`config.mk`:
```
export PLATFORM = sky130hd
export DESIGN_NAME = secuenciador_corrimiento
export DESIGN_NICKNAME = d
export VERILOG_FILES = /design/src/rtl/secuenciador_corrimiento.sv
export SDC_FILE = /design/constraint.sdc
export NUM_CORES = 1
export LEC_CHECK = 0
export ABC_AREA = 1
export BUFFER_PORTS_ARGS = -buffer_cell sky130_fd_sc_hd__buf_2
export CAP_MARGIN = 25
export CORE_ASPECT_RATIO = 1.2
export CORE_MARGIN = 2
export CORE_UTILIZATION = 44
export CTS_CLUSTER_DIAMETER = 120
export DETAILED_ROUTE_END_ITERATION = 16
export GPL_ROUTABILITY_DRIVEN = 0
export PLACE_DENSITY = 0.78
export REMOVE_ABC_BUFFERS = 1
export SYNTH_ARGS = -nofsm -noshare
export SYNTH_HDL_FRONTEND = slang
export SYNTH_SLANG_ARGS = --single-unit
```
`constraint.sdc`:
```
create_clock -name clk -period 1.5 [get_ports clk]
set_input_delay 0.075 -clock clk [delete_from_list [all_inputs] [get_ports clk]]
set_output_delay 0.075 -clock clk [all_outputs]
set_load 0.01 [all_outputs]
```
`src/rtl/secuenciador_corrimiento.sv`:
```
// Multi-cycle shift sequencer. A request shifts a value by a total amount.
// The sequencer splits that amount into steps of at most STEP_MAX and
// drives an external combinational shift unit once per RUN cycle.
// The result is held in DONE until the consumer takes it.
module secuenciador_corrimiento #(
  parameter int N        = 8,
  parameter int STEP_MAX = 3,
  parameter int AW       = 4
) (
  input  logic                 clk,
  input  logic                 rst_n,
  input  logic                 clr,
  input  logic                 req_valid,
  output logic                 req_ready,
  input  logic [2:0]           req_op,
  input  logic signed [N-1:0]  req_data,
  input  logic [AW-1:0]        req_amount,
  output logic                 res_valid,
  input  logic                 res_ready,
  output logic signed [N-1:0]  res_data,
  output logic                 busy,
  output logic [N-1:0]         su_f,
  output logic [2:0]           su_h,
  output logic [(N-1)/2:0]     su_d,
  input  logic [N-1:0]         su_s
);

  localparam int DW = (N - 1) / 2 + 1;
  localparam logic [AW-1:0] STEP_A = AW'(STEP_MAX);

  localparam logic [2:0] OP_TRANSFER = 3'b000;
  localparam logic [2:0] OP_ZERO     = 3'b011;

  typedef enum logic [1:0] {
    IDLE,
    RUN,
    DONE
  } state_t;

  state_t        state_q, state_d;
  logic [N-1:0]  acc_q, acc_d;
  logic [AW-1:0] rem_q, rem_d;
  logic [2:0]    op_q, op_d;
  logic [AW-1:0] step;
  logic [AW-1:0] rem_left;
  logic          single_step;

  // State, accumulator, remaining amount and latched opcode registers.
  always_ff @(posedge clk or negedge rst_n) begin
    if (!rst_n) begin
      state_q <= IDLE;
      acc_q   <= '0;
      rem_q   <= '0;
      op_q    <= 3'b000;
    end else begin
      state_q <= state_d;
      acc_q   <= acc_d;
      rem_q   <= rem_d;
      op_q    <= op_d;
    end
  end

  // Next-state logic, step sizing and shift-unit drive; clr overrides everything.
  always_comb begin
    state_d     = state_q;
    acc_d       = acc_q;
    rem_d       = rem_q;
    op_d        = op_q;
    step        = (rem_q < STEP_A) ? rem_q : STEP_A;
    rem_left    = rem_q - step;
    single_step = (op_q == OP_TRANSFER) || (op_q == OP_ZERO);
    req_ready   = (state_q == IDLE);
    res_valid   = (state_q == DONE);
    busy        = (state_q == RUN);
    su_f        = acc_q;
    su_h        = 3'b000;
    su_d        = '0;

    case (state_q)
      IDLE: begin
        if (req_valid) begin
          op_d    = req_op;
          acc_d   = req_data;
          rem_d   = req_amount;
          state_d = RUN;
        end
      end
      RUN: begin
        su_h  = op_q;
        su_d  = DW'(step);
        acc_d = su_s;
        if (single_step || (rem_left == '0)) begin
          rem_d   = '0;
          state_d = DONE;
        end else begin
          rem_d = rem_left;
        end
      end
      DONE: begin
        if (res_ready) begin
          state_d = IDLE;
        end
      end
      default: begin
        state_d = IDLE;
      end
    endcase

    if (clr) begin
      state_d = IDLE;
      acc_d   = acc_q;
      rem_d   = rem_q;
      op_d    = op_q;
    end
  end

  assign res_data = acc_q;

endmodule

```
==> results.ini <==
[worst_setup_path]
worst-path-buf-inv=1
path_max_fanout=5
critPathArrivalTime_ns=1.61
cpMostUsedCell=nand2_2
required_ns=1.68
slowest_delay_ns=0.44
crit_family=simple AND/OR/NAND/NOR gates
cp-end-kind=register
path_class=reg -> reg
cpMaxStageDelayCell=dfrtp_1
cp_cell_sequence=nor2_2, nand2_2, nand2_2, ha_4, inv_2, nor2_2, nand2_2, nand3_2, a21oi_1
cp-start-kind=register

[logic_synthesis]
synth_cells=138
syn_area_sq_um=1020
avgSynthCellArea_sq_um=7.39
synth-seq-area-share_pct=41.7
ys_warn_count=0
synth_cell_types=18
ys_ff_latch=17

[floorplan]
initial_utilization_pct=45.6
core_area_sq_um=2230
die_x_microns=47.9
dieArea_sq_um=2720
boundaryPins=54
die_h_microns=56.7
rows=19

[timing]
finalMaxSlewViolations=0
finalSetupViolations=0
max_freq_ghz=0.702
period_share_pct=95.0
fin_skew_ns=0.00694
setup_ws_ns=0.0757
final_hold_viol_count=0
final.min_clock_period_ns=1.42
fin_setup_tns_ns=0

[cts]
clock_latency_ns=0.30
cts_buffers=3
cts_tree=built
cts_buffer_depth=2
htreeDepth=1
clk_pin_slew_ns=0.10
cts-root-buf=clkbuf_4
clock_sinks=17

[placement]
placed_area_sq_um=1210
pre_cts_ws_ns=0.0605
place_hpwl_microns=1760
port_buffers=51
place_inst=208

[power]
peakVddDrop_mv=0.995
p_leak_nw=0.742
p_total_w=0.00243
pwr_density_cell_nw_per_um2=1790

[global_route]
grt_antenna_before_repair=0
gr-total-overflow=0
grt_pass1_vias=974
grt_start_max_net_pins=21
grtUsageTotal_pct=18.5
grt_pass1_wl_microns=3750

[layout]
layout_commonest_cell=buf_2
final_cell_mix=51 x buf_2, 25 x nand2_1, 21 x nor2_1
antennaDiodeCount=0
nNetsFinal=220
drive_above_1_share_pct=43.2
final-instance-count-excl-fill=221
area_growth_pct=33.6
finalInstanceArea_sq_um=1360

[detailed_routing]
drcViolationCount=0
drt-initial-drc-count=19
ant_nets=0
post_drt_via_cell_ratio=4.81
vias=1062
drt_pass1_iterations=4
wl_microns=2510
routedWlPerCell_microns=11.3

[job]
maxCapViolations=0

[run_status]
status=finished, final reports clean

[hold_path]
hp-class=in -> reg

==> flip-flops by register name, indices dropped and copies added, names as in the netlist <==
| name | cells |
|---|---|
| res_data | 8 |
| rem_q | 4 |
| op_q | 3 |
| state_q | 2 |
==> cell families after synthesis <==
| kind of cell | after synthesis | synth area share (%) |
|---|---|---|
| buffers and inverters | 30 | 17.2 |
| other | 1 | 0.368 |
| DFF | 17 | 41.7 |
| adders and majority gates | 1 | 1.23 |
| and+or+nand+nor | 66 | 27.2 |
| AOI/OAI and AO/OA | 23 | 12.3 |
==> tightest hold or removal path, cell delays in order <==
cell	delay, ns
buf_2	0.07
nor2_1	0.03
a21oi_1	0.10
==> power by group <==
group | internal, W | switching, W
Clock | 0.000104 | 0.000146
Combinational | 0.000588 | 0.000780
Sequential | 0.000655 | 0.000160
Total | 0.00135 | 0.00109
==> routing by layer <==
layer / vias to the layer above / track usage [%] / wire, microns
met5: - / 0 / 0
met4: 0 / 7.72 / 53
met3: 11 / 2.57 / 200
met2: 56 / 32.2 / 1230
met1: 464 / 21.1 / 1030
li1: 531 / - / -
==> cell type report <==
cell class,count,area (sq um)
fill,240,872
multi-input combinational,92,477
sequential,17,425
timing repair buffer,61,333
inverter,16,62.6
tap,31,38.8
clock buffer,4,26.3
==> per-stage QoR <==
stage,hold WS [ns],utilization [%]
2_1_floorplan,-0.221,-
3_3_place_gp,0.0127,54.1
3_5_place_dp,0.0238,54.1
4_1_cts,0.0128,57.2
5_1_grt,0.0195,61.0
6_report,0.0151,61.0
==> Yosys cell counts <==
cell type	instances	area (sq um)
nand2_1	30	113
nor2_1	23	86.3
dfrtp_1	17	425
inv_1	14	52.6
a21oi_1	12	60.1
buf_4	12	90.1
a31oi_1	8	50.1
nand3_1	5	25.0
nand2_2	3	18.8
nand3b_1	3	22.5
o21ai_0	3	15.0
inv_2	2	7.51
buf_6	1	11.3
clkbuf_8	1	13.8
conb_1	1	3.75
ha_1	1	12.5
nand4_1	1	6.26
nor2_2	1	6.26
==> worst paths after layout <==
check / to / slack, ns / depth (start not counted) / startpoint
worst max-delay path: rem_q[0] / 0.08 / 9 / rem_q[2]
min in group asynchronous: res_data[1] / 0.22 / 2 / rst_n
worst min register to register: op_q[2] / 0.54 / 2 / op_q[2]
worst max register to register: rem_q[0] / 0.08 / 9 / rem_q[2]
worst min-delay path: op_q[2] / 0.02 / 3 / req_op[2]
max in group asynchronous: rem_q[3] / 1.00 / 2 / rst_n
==> repair_timing <==
| action | in CTS | in global routing |
|---|---|---|
| pin swaps | 0 | 6 |
| endpoints found under the setup margin | 2 | 10 |
| setup buffers | 4 | 4 |
| hold endpoints to repair | 17 | 0 |
| hold buffers | 1 | 0 |
| gates cloned | 0 | 0 |
| gates resized for setup | 1 | 15 |
No activity file was read; power rests on OpenSTA's default activity.
